## src/rtl/vmem_term_ctrl.sv

```systemverilog
// vmem_term_ctrl: keyboard-to-text-buffer write sequencer with cursor tracking and clear sweep.
// Optional feature macro: TERM_BACKSPACE_EN (0x08 erases the cell before the cursor).
`default_nettype none

module vmem_term_ctrl #(
   parameter int COLS = 70,
   parameter int ROWS = 30
) (
   input  logic        clk,
   input  logic        reset,
   input  logic [7:0]  key_in,
   input  logic        key_valid,
   output logic        key_ready,
   input  logic        clr_req,
   output logic        mem_we,
   output logic [11:0] mem_addr,
   output logic [7:0]  mem_wdata,
   output logic [6:0]  cur_x,
   output logic [4:0]  cur_y,
   output logic        busy
);

   localparam logic [6:0] XMAX = 7'(COLS - 1);
   localparam logic [4:0] YMAX = 5'(ROWS - 1);

   typedef enum logic [1:0] {
      ST_CLEAR = 2'd0,
      ST_IDLE  = 2'd1,
      ST_WRITE = 2'd2
   } state_t;

   state_t      state_q, state_d;
   logic [6:0]  sx_q, sx_d, cx_q, cx_d;
   logic [4:0]  sy_q, sy_d, cy_q, cy_d;
   logic        last_q, last_d;
   logic        full_q, full_d;
   logic        we_q, we_d;
   logic        ready_q, ready_d;
   logic        busy_q, busy_d;
   logic [11:0] addr_q, addr_d;
   logic [7:0]  wdata_q, wdata_d;
   logic        sweep;
   logic        accept;
   logic        printable;

   assign accept    = key_valid && ready_q;
   assign printable = (key_in >= 8'h20) && (key_in <= 8'h7E);

   always_ff @(posedge clk) begin
      if (reset) begin
         state_q <= ST_CLEAR;
         sx_q    <= '0;
         sy_q    <= '0;
         cx_q    <= '0;
         cy_q    <= '0;
         last_q  <= 1'b0;
         full_q  <= 1'b0;
         we_q    <= 1'b0;
         ready_q <= 1'b0;
         busy_q  <= 1'b1;
         addr_q  <= '0;
         wdata_q <= '0;
      end else begin
         state_q <= state_d;
         sx_q    <= sx_d;
         sy_q    <= sy_d;
         cx_q    <= cx_d;
         cy_q    <= cy_d;
         last_q  <= last_d;
         full_q  <= full_d;
         we_q    <= we_d;
         ready_q <= ready_d;
         busy_q  <= busy_d;
         addr_q  <= addr_d;
         wdata_q <= wdata_d;
      end
   end

   // state_q names the phase whose outputs are visible this cycle; the sweep
   // counters always hold the next cell to clear and rest at (0,0) outside CLEAR.
   always_comb begin
      state_d = state_q;
      sx_d    = sx_q;
      sy_d    = sy_q;
      cx_d    = cx_q;
      cy_d    = cy_q;
      last_d  = 1'b0;
      full_d  = full_q;
      we_d    = 1'b0;
      addr_d  = addr_q;
      wdata_d = wdata_q;
      ready_d = 1'b0;
      busy_d  = 1'b1;
      sweep   = 1'b0;

      case (state_q)
         ST_CLEAR: begin
            if (last_q) begin
               state_d = ST_IDLE;
               ready_d = 1'b1;
               busy_d  = 1'b0;
            end else begin
               sweep = 1'b1;
            end
         end

         ST_IDLE: begin
            ready_d = 1'b1;
            busy_d  = 1'b0;
            if (clr_req) begin
               sweep = 1'b1;
            end else if (accept) begin
               if (printable) begin
                  state_d = ST_WRITE;
                  we_d    = 1'b1;
                  addr_d  = {cx_q, cy_q};
                  wdata_d = key_in;
                  ready_d = 1'b0;
                  busy_d  = 1'b1;
                  if (cx_q == XMAX) begin
                     cx_d = '0;
                     if (cy_q == YMAX) begin
                        cy_d   = '0;
                        full_d = 1'b1;
                     end else begin
                        cy_d = cy_q + 5'd1;
                     end
                  end else begin
                     cx_d = cx_q + 7'd1;
                  end
               end else if (key_in == 8'h0A) begin
                  cx_d = '0;
                  if (cy_q == YMAX) begin
                     sweep = 1'b1;
                  end else begin
                     cy_d = cy_q + 5'd1;
                  end
               end
`ifdef TERM_BACKSPACE_EN
               else if ((key_in == 8'h08) && ((cx_q != '0) || (cy_q != '0))) begin
                  state_d = ST_WRITE;
                  we_d    = 1'b1;
                  wdata_d = 8'h00;
                  ready_d = 1'b0;
                  busy_d  = 1'b1;
                  if (cx_q != '0) begin
                     cx_d = cx_q - 7'd1;
                  end else begin
                     cx_d = XMAX;
                     cy_d = cy_q - 5'd1;
                  end
                  addr_d = {cx_d, cy_d};
               end
`endif
            end
         end

         ST_WRITE: begin
            if (full_q) begin
               sweep = 1'b1;
            end else begin
               state_d = ST_IDLE;
               ready_d = 1'b1;
               busy_d  = 1'b0;
            end
         end

         default: sweep = 1'b1;
      endcase

      // One clear cycle: write the pending cell and step x-fastest.
      if (sweep) begin
         state_d = ST_CLEAR;
         we_d    = 1'b1;
         addr_d  = {sx_q, sy_q};
         wdata_d = 8'h00;
         ready_d = 1'b0;
         busy_d  = 1'b1;
         cx_d    = '0;
         cy_d    = '0;
         full_d  = 1'b0;
         if (sx_q == XMAX) begin
            sx_d = '0;
            if (sy_q == YMAX) begin
               sy_d   = '0;
               last_d = 1'b1;
            end else begin
               sy_d = sy_q + 5'd1;
            end
         end else begin
            sx_d = sx_q + 7'd1;
         end
      end
   end

   assign key_ready = ready_q;
   assign mem_we    = we_q;
   assign mem_addr  = addr_q;
   assign mem_wdata = wdata_q;
   assign cur_x     = cx_q;
   assign cur_y     = cy_q;
   assign busy      = busy_q;

endmodule

`default_nettype wire

```

## config.mk

```make
export PLATFORM = sky130hd
export DESIGN_NAME = vmem_term_ctrl
export DESIGN_NICKNAME = d
export VERILOG_FILES = /design/src/rtl/vmem_term_ctrl.sv
export SDC_FILE = /design/constraint.sdc
export NUM_CORES = 1
export LEC_CHECK = 0
export BUFFER_PORTS_ARGS = -buffer_cell sky130_fd_sc_hd__buf_4
export CAP_MARGIN = 20
export CORE_ASPECT_RATIO = 1.1
export CORE_MARGIN = 2
export CORE_UTILIZATION = 54
export CTS_CLUSTER_DIAMETER = 30
export DETAILED_ROUTE_END_ITERATION = 8
export HOLD_SLACK_MARGIN = 0.06
export PLACE_DENSITY = 0.81
export SYNTH_ARGS = -nofsm -noshare
export SYNTH_HDL_FRONTEND = slang
export SYNTH_SLANG_ARGS = --single-unit
export TNS_END_PERCENT = 10
```

## constraint.sdc

```tcl
create_clock -name clk -period 2.7 [get_ports clk]
set_clock_uncertainty 0.05 [all_clocks]
set_input_delay 0.405 -clock clk [delete_from_list [all_inputs] [get_ports clk]]
set_output_delay 0.405 -clock clk [all_outputs]
set_load 0.03 [all_outputs]
```

==> summary by stage, run 1 <==
STA
The final-report max-slew violation count is 0. Setup repair after global routing left no endpoint under its margin. Based on the critical path, the design can be clocked at up to 436 MHz. The final period demand of the worst path is 2290 ps. The slew at the pin closest to its max-slew limit is 862 ps. For the final routed database, the setup TNS stands at 0 ps.

The post-route clock period utilization is 85.0%. Setup violations remaining at the end of the flow were counted as 0. The final hold violation count came to 0.

The tightest slew margin relative to the limit is 42.1%. The final worst setup slack is about 400 ps.

Min path
The end point of the most critical hold path is mem_wdata[4]. In this run the worst hold path is classified as primary input to flip-flop. The instance count along the most critical hold path is 3. The startpoint of the worst hold path is key_in[4].

CTS
Clock-pin slew was measured on the worst setup and hold paths at about 90 ps. Post-CTS repair changed the size of 0 cells. CTS built an H-tree with a depth of 2. The cell at the root of the clock tree is clkbuf_8. The hold buffer count at cts is 0. Post-CTS timing repair inserted 0 buffers for setup.

The maximum count of clock buffers along a single path is 2. The clock latency on the worst-skew pair is around 300 ps. The TritonCTS clock tree is done. Buffers inserted during clock tree synthesis total 5. The clock drives 51 sinks.

Final layout
Compared with the post-synthesis result, the final layout area differs by 23.7%. Leaving out fill and tap cells, the most frequent cells in the layout are buf_4, dfxtp_1, nand2_1. The count of cells in the finished layout, fillers not included, comes to 382. The total inserted antenna cells is 0. The total number of nets in the final design is around 350. The post-route netlist has a little over a fifth of its cells at a drive strength greater than 1. The finished cells cover 2990 um2.

Leaving out fill and tap cells, the most frequent cell in the layout is buf_4.

Power and ir drop
The switching share of total power is 20.3%. The share of total power dissipated in sequential elements is 52.7%. The leakage power summed over all cells is 1.14 nW. In this run the power density over the cells is between 400 and 500 nW/um2. In this run, the clock network consumes 42.6% of the power. The share of total power dissipated in combinational logic is 4.7%.

The internal power summed over all cells is 1.16 mW. The maximum vdd drop is 0.374 mV. The analysis attributes to net switching a power of about 0.29 mW.

Routing
The remaining routing DRC violations is 0. The routed via count divided by cell count is between 5 and 6. The iteration-0 DRC count of the detailed router is roughly 130. Dividing the detail-routed wire length by the instance count gives 14.8 um. The residual antenna-violating net count after detailed routing is 0. The routed layout has 2232 vias. The final layout contains routed wiring with a total length of 5640 um. The number of iterations in the first detailed-routing pass is 4.

Synthesis
The share of the synthesized area in compound gates (AO/OA/AOI/OAI) is approximately a fifth. The synthesized design devotes to its leading area cell type between 40% and 50% of total area. The top flip-flop cell by instance count after synthesis is dfxtp_1. The number of nets produced by synthesis is 295. The multiplexer fraction of the synthesized cell area is 1.66%.

Of all flip-flops after synthesis, the portion carrying an async set or reset was 0%. In this run the cell area of the synthesized design comes to 2420 um2. Summing the areas of all xor and xnor instances in the mapped netlist gives 2.90% of the synthesized area. The synthesized instance count is ~280.

The dominant combinational cell family by area after synthesis is simple AND/OR/NAND/NOR gates. The fraction of the yosys area taken by sequential cells is 42.2%. The netlist uses 50 different library cells. The basic-gate share of the synthesized area counting and, or, nand and nor cells is 25.3%. Ranked by total cell area, the synthesized netlist is headed by dfxtp_1, nand2_1, a21oi_1. The synthesized netlist devotes 4.14% of its cell area to adder and majority cells. The flip-flop and latch count after synthesis is 51. The average cell area after synthesis is 8.79 um2. In this run, synthesis inferred 0 flip-flops with an integrated enable. Yosys printed 0 warnings. The cell taking the most area after synthesis is dfxtp_1.

Placed design
The congestion estimate from routability-driven global placement came to 0.810. Port buffering added 46 buffers. The HPWL after detailed placement is around 4100 um.

The setup slack after placement is 331 ps. The post-place instance area is 2860 um2. The total instance count after detailed placement is 374.

Run
The total of max-cap violations is 0.

Die
The die outline area is 5030 um2. The floorplan row count is 25. The die is 74.2 um tall. The total area inside the core boundary comes to 4320 um2. The die is 67.8 um wide. 47 I/O pins were placed. The effective utilization at floorplan is 56.0%.

Global routing
The via count of the first global-routing pass came to 2057. The first-pass GRT wire length is slightly above 9000 um. The number of antenna violations at the first check in global routing is 0. The global-route total usage across every layer is between 20% and 30%. Entering global routing, the biggest net connects 22 pins. For this run the aggregate overflow at the end of global routing stands at 0.

Outcome
The flow ran to the end, and the final reports show no timing, DRC or antenna violations.

Setup path
The register-to-register path setup slack is 410 ps. Along the worst path, the maximum fanout reaches 9. The worst setup path is launched from a flip-flop. Traced cell by cell, the critical path runs through nor2b_1, o31ai_1, buf_4, o21ai_1, or3b_1, a21oi_1. The worst-case reg-to-reg path depth is 6. The library cell contributing the largest single delay on the critical path is o31ai_1. The critical path is of the flip-flop to flip-flop type.

STA puts the critical path data arrival time at 2490 ps. The buffers plus inverters on the worst setup path is 1. The endpoint kind of the worst setup timing path is a flip-flop. The critical path startpoint is state_q[0].

The startpoint of the worst-slack reg-to-reg timing path is state_q[0]. The capture instance of the worst register-to-register path is sy_q[1]. In this design, the stage delay of the slowest critical-path cell is ~720 ps. STA puts the critical path data required time at 2890 ps. The gate family responsible for the most delay along the worst path is compound AO/OA/AOI/OAI gates.
power by group through the flow:
| stage | registers (mW) | logic, mW | clock network (mW) |
|---|---|---|---|
| finish | 0.766 | 0.0683 | 0.619 |
| global route | 0.768 | 0.0743 | 0.654 |
| CTS | 0.766 | 0.0685 | 0.625 |
| detailed placement | 0.784 | 0.0677 | 0 |
| global placement | 0.784 | 0.0661 | 0 |
| floorplan | 0.788 | 0.0312 | 0 |
Yosys cell counts, drive strengths merged (2+ instances only):
cell     instances
a21boi           3
a21o             2
a21oi           23
a311oi          11
a31oi            4
and2             3
and3             5
and4             4
buf              7
clkbuf           6
dfxtp           51
ha               8
inv              7
mux2i            4
nand2           40
nand3            4
nand4            4
nand4b           3
nor2            20
nor2b            3
nor3             5
nor4             2
o2111ai          2
o211ai           3
o21a             2
o21ai           13
o2bb2ai          4
or3             10
or4bb            2
xor2             8
kinds of logic after synthesis:
logic type               count (synthesis)
flip-flops                              51
adder cells (fa/ha/maj)                  8
XOR/XNOR                                 8
buffers and inverters                   20
multiplexers                             4
AO/OA/AOI/OAI                           73
AND/OR/NAND/NOR                        111
worst max-delay path by stage:
stage | to | slack (ps) | cells past startpoint
floorplan | mem_addr[6] | 570 | 8
global placement | sy_q[4] | 370 | 7
detailed placement | sy_q[4] | 330 | 7
CTS | sy_q[1] | 430 | 6
global route | sy_q[4] | 200 | 6
finish | sy_q[1] | 410 | 6
state kept, by name, summed over array words and instances (netlist names):
register   flops
busy           1
cur_x          7
cur_y          5
full_q         1
key_ready      1
last_q         1
mem_addr      12
mem_wdata      8
mem_we         1
state_q        2
sx_q           7
sy_q           5
cell type report:
class	count	area (um2)
fill	348	1330
multi-input combinational	204	1310
sequential	51	1020
timing repair buffer	58	435
clock buffer	6	72.6
tap	54	67.6
clock inverter	2	60.1
inverter	7	26.3
stage by stage:
stage               power [mW]  utilization, %  hold WS (ps)
floorplan                0.819               -           385
global placement         0.850            66.2           396
detailed placement       0.852            66.2           398
CTS                       1.46            69.3           312
global route              1.50            69.3           321
finish                    1.45            69.3           316
layer usage:
| metal | wire length [um] | up-vias | track usage (%) |
|---|---|---|---|
| li1 | - | 1105 | - |
| met2 | 2910 | 51 | 41.9 |
| met5 | 0 | - | 0 |
| met3 | 228 | 5 | 4.24 |
| met4 | 51 | 0 | 8.44 |
| met1 | 2450 | 1071 | 28.4 |
tightest hold or removal path: cells and delay by family:
kind	cells	cell delay (ps)
AOI/OAI and AO/OA	1	50
and+or+nand+nor	1	50
buffers and inverters	1	120
No activity file was read; power rests on OpenSTA's default activity.
==> run 2, diff against run 1 <==
clock period = 2.34 ns   (was 2.7 ns; I/O delays follow)
==> summary by stage, run 2 (same netlist as run 1, synthesis figures left out) <==
Global routing
The first-pass GRT wire length is 9590 um (+5.8%). The pin count of the biggest net entering global routing is 22 (unchanged). The met2 usage in global routing came to 43.1% (+1.2 points). The number of antenna violations at the first check in global routing came to 0 (unchanged). The total grt overflow is 0 (unchanged). The global-route total usage across every layer is 24.9% (+1.3 points). The via count of the first global-routing pass was 2043 (-0.68%).

The met1 track utilization from global routing is 31.9% (+3.5 points). The met3 track demand over resource in global routing is 3.63% (-0.61 points). The layer with the highest usage is met2.

Setup path
The capture instance of the worst register-to-register path is sy_q[4]. The cell family contributing the most delay on the critical path is simple AND/OR/NAND/NOR gates. The kind of start point of the critical path is a flip-flop. The endpoint kind of the worst setup timing path is a flip-flop. The maximum fanout encountered on the critical timing path is 7 (-2). The data arrival time at the worst-slack endpoint is 2300 ps (-190 ps). The delay of the slowest cell on the worst path is 500 ps (-220 ps). The critical path startpoint is sx_q[1]. The critical path goes through inv_1, ha_1, or4bb_1, nor3b_2, o21ai_2, or3_1, a21oi_1. The register-to-register path setup slack is 230 ps (-170 ps). The startpoint identified for the worst register-to-register timing path is sx_q[1]. The buffers plus inverters on the worst setup path was 1 (unchanged). The library cell contributing the largest single delay on the critical path is or4bb_1. The worst-case reg-to-reg path depth is 7 (+1). The worst setup path is of the flip-flop to flip-flop kind. The data required time of the critical path is 2530 ps (-360 ps).

Final layout
The cell area after layout came to 3000 um2 (+0.42%). The total inserted antenna cells is 0 (unchanged). The utilization after layout is 69.6% (+0.29 points).

The total of fill cells in the finished design was 370 (+6.3%). The filler-free cell count of the finished design is 389 (+1.8%). The combined area of the multi-input logic cells came to 1320 um2 (+0.57%). The fraction of layout instances using a drive strength above 1 is 24.2% (+2.2 points).

The area of all sequential standard cells came to 1020 um2 (unchanged). The number of flip-flops under the largest register name was 12 (unchanged). The total number of nets in the final design was 354 (+2.0%). Leaving out fill and tap cells, the most frequent cells in the layout are buf_4, dfxtp_1, nand2_1. The area overhead of the layout relative to synthesis is 24.2%. Leaving out fill and tap cells, the most frequent cell in the layout is buf_4.

Die
The floorplan row count is 25 (unchanged). The die outline area is 5030 um2 (unchanged). The die outline height is 74.2 um (unchanged). The number of primary I/O pins was 47 (unchanged).

The effective utilization at floorplan is 56.0% (unchanged). The overall die width came to 67.8 um (unchanged). The placeable core area is 4320 um2 (unchanged).

Power and ir drop
The total power per unit cell area was 488 nW/um2 (+0.44%). The net switching power of the design was 0.343 mW (+17%). The maximum vdd drop was 0.264 mV (-30%). The internal power summed over all cells is 1.12 mW (-3.1%).

The switching share of total power is 23.4% (+3.2 points). The power share of the sequential group is 60.1% (+7.4 points). The leakage power summed over all cells is 1.14 nW (+0.77%). The clock network fraction of total power is 34.1% (-8.5 points). The combinational power share was 5.8% (+1.1 points).

Min path
The end point of the most critical hold path is mem_wdata[1]. The instance count along the most critical hold path is 3 (unchanged). The path class of the lowest-slack min-delay path is primary input to flip-flop.

In this run the most critical hold path is launched from key_in[1].

STA
The timing-limited maximum frequency is 475 MHz (+9.0%). The final setup violation count is 0 (unchanged). The post-route clock period utilization is 90.0% (+5.0 points).

The summed negative setup slack over all endpoints is 0 ps (unchanged). The final hold violation count is 0 (unchanged). Setup repair after global routing left no endpoint under its margin. The tightest slew margin relative to the limit is 75.3% (+33 points). The final period demand of the worst path came to 2110 ps (-189 ps). The final-report max-slew violation count is 0 (unchanged).

The slew at the pin closest to its max-slew limit is 367 ps (-495 ps).

CTS
The hold buffer count at cts was 0 (unchanged). The clock latency on the worst-skew pair is 300 ps (about the same). The cell at the root of the clock tree is clkbuf_8.

The maximum level of the CTS H-tree is 2 (unchanged). The TritonCTS clock tree is done. The CTS sink count is 51 (unchanged). The CTS clock-pin slew for the worst setup and hold paths is 90 ps (about the same). The number of gates given a new drive strength after cts is 0 (unchanged). The maximum count of clock buffers along a single path is 2 (unchanged). The number of buffers inserted during clock tree synthesis is 5 (unchanged). The post-CTS setup repair buffer count is 0 (unchanged).

Routing
The total length of routed wires is 5830 um (+3.4%). The routed via count divided by cell count is 5.77 (-1.2%). The average detailed-routed wire length per instance came to 15.0 um (+1.5%).

The iteration-0 DRC count of the detailed router is 194 (+46%). The remaining routing DRC violations came to 0 (unchanged). The detailed-route via count is 2246 (+0.63%).

The number of iterations in the first detailed-routing pass is 4 (unchanged). The residual antenna-violating net count after detailed routing is 0 (unchanged).

Outcome
The flow ran to the end, and the final reports show no timing, DRC or antenna violations.

Placed design
The detailed placement HPWL is 4290 um (+3.9%). The total instance count after detailed placement is 381 (+1.9%). The post-place instance area is 2910 um2 (+1.8%). The final weighted congestion of routability-driven global placement is 0.819 (+1.2%). The quantity of I/O buffers inserted on ports came to 46 (unchanged).

Run
The total of max-cap violations is 0 (unchanged).
run 2: worst max path at each step:
stage,end,slack [ps],cells after the start
3_5_place_dp,cur_x[1],50,7
4_1_cts,sy_q[1],140,7
3_3_place_gp,cur_x[1],130,7
5_1_grt,sy_q[4],60,7
2_1_floorplan,mem_addr[6],210,8
6_report,sy_q[4],230,7
run 2: worst min-delay path, cell delays in order:
cell,delay [ps]
buf_4,120
nand2_1,50
a21oi_1,50
run 2: metrics by stage:
stage          hold WS (ps)  total power [mW]  worst slack [ps]
6_report                256              1.47               235
2_1_floorplan           385             0.945               213
3_5_place_dp            400             0.987              49.0
3_3_place_gp            394             0.985               129
4_1_cts                 252              1.48               144
5_1_grt                 254              1.52              57.1
run 2: power by group through the flow:
stage / Sequential (mW) / Clock (mW) / Combinational [mW]
floorplan: 0.910 / 0 / 0.0359
global placement: 0.901 / 0 / 0.0839
detailed placement: 0.902 / 0 / 0.0855
CTS: 0.881 / 0.513 / 0.0858
global route: 0.883 / 0.545 / 0.0935
finish: 0.881 / 0.499 / 0.0855
run 2: final cells by class:
type / count / area share (%)
flip-flops and latches: 51 / 34.0
clock inverters: 2 / 0.416
repair buffers: 65 / 16.2
inverters: 7 / 0.875
multi-input cells: 204 / 43.8
well taps: 54 / 2.25
clock buffers: 6 / 2.42
run 2: per-layer routing:
metal / vias to the layer above / share of wire, %
met5: - / 0
met4: 0 / 1.8
met3: 11 / 3.8
met2: 55 / 51
met1: 1058 / 43
li1: 1122 / -
==> run 3, diff against run 2 <==
CELL_PAD_IN_SITES_DETAIL_PLACEMENT = 1   (was default)
CELL_PAD_IN_SITES_GLOBAL_PLACEMENT = 2   (was default)
CORE_UTILIZATION = 32   (was 54)
PLACE_DENSITY = 0.8   (was 0.81)
TNS_END_PERCENT = default   (was 10)
==> summary by stage, run 3 (same netlist as run 1, synthesis figures left out) <==
Die
The overall die width was 86.9 um (+28%). The die outline area is 8270 um2 (+64%). The die outline height is 95.2 um (+28%). The number of primary I/O pins was 47 (unchanged). The placeable core area was 7390 um2 (+71%). The floorplan row count is 33 (+32%).

The effective utilization at floorplan came to 32.7% (-23 points).

Global routing
The via count of the first global-routing pass is 2257 (+10%). The first-pass GRT wire length came to 11100 um (+16%). The pin count of the biggest net entering global routing is 22 (unchanged). The total grt overflow is 0 (unchanged). The number of antenna violations at the first check in global routing is 0 (unchanged). The global-route total usage across every layer was 17.2% (-7.7 points).

Placed design
The final weighted congestion of routability-driven global placement is 0.816 (-0.42%). The quantity of I/O buffers inserted on ports came to 46 (unchanged). The detailed placement HPWL is 5270 um (+23%).

Final layout
The total number of nets in the final design is 361 (+2.0%). The fraction of layout instances using a drive strength above 1 was 25.7% (+1.6 points). The utilization after layout is 42.1% (-28 points). The library cell used most frequently in the layout, excluding fill and tap cells, is buf_4. The number of flip-flops under the largest register name was 12 (unchanged). The area overhead of the layout relative to synthesis is 28.5%. The total inserted antenna cells came to 0 (unchanged). The library cells used most frequently in the layout, excluding fill and tap cells, are buf_4, dfxtp_1, nand2_1.

STA
The final hold violation count is 0 (unchanged). The final-layout worst hold slack is 249 ps (-6.83 ps). The tightest slew margin relative to the limit was 72.2% (-3.2 points). The timing-limited maximum frequency is 467 MHz (-1.7%). The final setup violation count came to 0 (unchanged). The post-route clock period utilization is 91.5% (+1.5 points). The summed negative setup slack over all endpoints is 0 ps (unchanged). The final-report max-slew violation count came to 0 (unchanged). Setup repair after global routing left no endpoint under its margin.

The final period demand of the worst path is 2140 ps (+36.2 ps). The slew at the pin closest to its max-slew limit is 412 ps (+45.3 ps).

CTS
The maximum count of clock buffers along a single path is 2 (unchanged). The CTS clock-pin slew for the worst setup and hold paths came to 100 ps (about the same). The root buffer cell chosen for the clock tree is clkbuf_8.

The maximum level of the CTS H-tree is 2 (unchanged). The hold buffer count at cts is 0 (unchanged). The clock latency on the worst-skew pair came to 310 ps (about the same).

TritonCTS built the clock tree. The post-CTS setup repair buffer count is 0 (unchanged). The CTS sink count is 51 (unchanged). The number of buffers inserted during clock tree synthesis came to 5 (unchanged).

Setup path
The critical path startpoint is sx_q[1]. The data required time of the critical path is 2540 ps (about the same). The data arrival time at the worst-slack endpoint is 2340 ps (+40 ps). The library cell contributing the largest single delay on the critical path is or4bb_1.

The buffers plus inverters on the worst setup path is 1 (unchanged). The maximum fanout encountered on the critical timing path is 7 (unchanged). The delay of the slowest cell on the worst path is 510 ps (about the same). STA classifies the critical path startpoint as a flip-flop. Traced cell by cell, the critical path runs through inv_1, ha_1, or4bb_1, nor3b_2, o21ai_2, or3b_1, a21oi_1.

The startpoint of the worst-slack reg-to-reg timing path is sx_q[1]. Broken down by cell family, the worst path's largest delay share belongs to simple AND/OR/NAND/NOR gates. STA classifies the critical path endpoint as a flip-flop.

The category of the most critical setup path is flip-flop to flip-flop. The register-to-register path setup slack is 200 ps (-40 ps).

Routing
The total length of routed wires is 6700 um (+15%). The number of iterations in the first detailed-routing pass is 4 (unchanged). The residual antenna-violating net count after detailed routing is 0 (unchanged). The remaining routing DRC violations is 0 (unchanged). The detailed-route via count is 2260 (+0.62%). The average detailed-routed wire length per instance is 15.6 um (+4.2%). The routed via count divided by cell count is 5.27 (-8.8%). The iteration-0 DRC count of the detailed router is 49 (-75%).

Power and ir drop
The total power per unit cell area is 489 nW/um2 (+0.24%). The power share of the sequential group is 58.0% (-2.1 points). The internal power summed over all cells came to 1.16 mW (+2.9%). The maximum vdd drop is 0.197 mV (-25%). The net switching power of the design is 0.365 mW (+6.4%). The sum of internal, switching and leakage power is 1.52 mW (+3.7%). The combinational power share is 5.7% (about the same). The leakage power summed over all cells is 1.19 nW (+3.9%). The switching share of total power is 24.0% (+0.61 points). The clock network fraction of total power is 36.3% (+2.2 points).

Min path
The worst hold path begins at key_in[1]. The path class of the lowest-slack min-delay path is primary input to flip-flop.

Outcome
The run finished with clean final reports.

Run
The total of max-cap violations was 0 (unchanged).
-- run 3: path summary, 6_finish.rpt --
kind / endpoint / cells past startpoint
max reg2reg: sy_q[1] / 7
min: mem_wdata[1] / 3
max: sy_q[1] / 7
min reg2reg: mem_wdata[3] / 2
-- run 3: final cells by class --
type,count,area [um2]
Fill cell,890,4280
Multi-Input combinational cell,204,1310
Sequential cell,51,1020
Timing Repair Buffer,72,541
Tap cell,87,109
Clock buffer,6,82.6
Inverter,7,26.3
Clock inverter,2,16.3
-- run 3: power groups by stage --
stage	clock (mW)	combinational (mW)	sequential, mW
6_report	0.553	0.0865	0.882
4_1_cts	0.578	0.0875	0.882
5_1_grt	0.617	0.0961	0.884
2_1_floorplan	0	0.0359	0.910
3_5_place_dp	0	0.0874	0.902
3_3_place_gp	0	0.0862	0.902
-- run 3: layer usage --
| layer | global-route usage [%] | up-vias | part of all wire (%) |
|---|---|---|---|
| met4 | 4.95 | 0 | 1.5 |
| met5 | 0 | - | 0 |
| li1 | - | 1130 | - |
| met3 | 2.77 | 11 | 2.6 |
| met2 | 30.4 | 27 | 51 |
| met1 | 21.4 | 1092 | 44 |
-- run 3: repair_timing --
item | in CTS | in global routing
hold endpoints to repair | 0 | 0
gates resized for setup | 0 | 1
setup endpoints to repair | 0 | 4
-- run 3: worst register-to-register path: stages, from the launching register on --
cell and delay [ps]:
dfxtp_1 370, inv_1 70, ha_1 130, or4bb_1 510, nor3b_2 280, o21ai_2 170
or3b_1 370, a21oi_1 140
-- run 3: stage by stage --
stage	std cells	instance area, um2	setup WS (ps)
3_3_place_gp	421	3010	51.4
5_1_grt	429	3110	56.4
3_5_place_dp	421	3010	23.9
2_1_floorplan	275	2420	213
6_report	429	3110	199
4_1_cts	429	3100	101
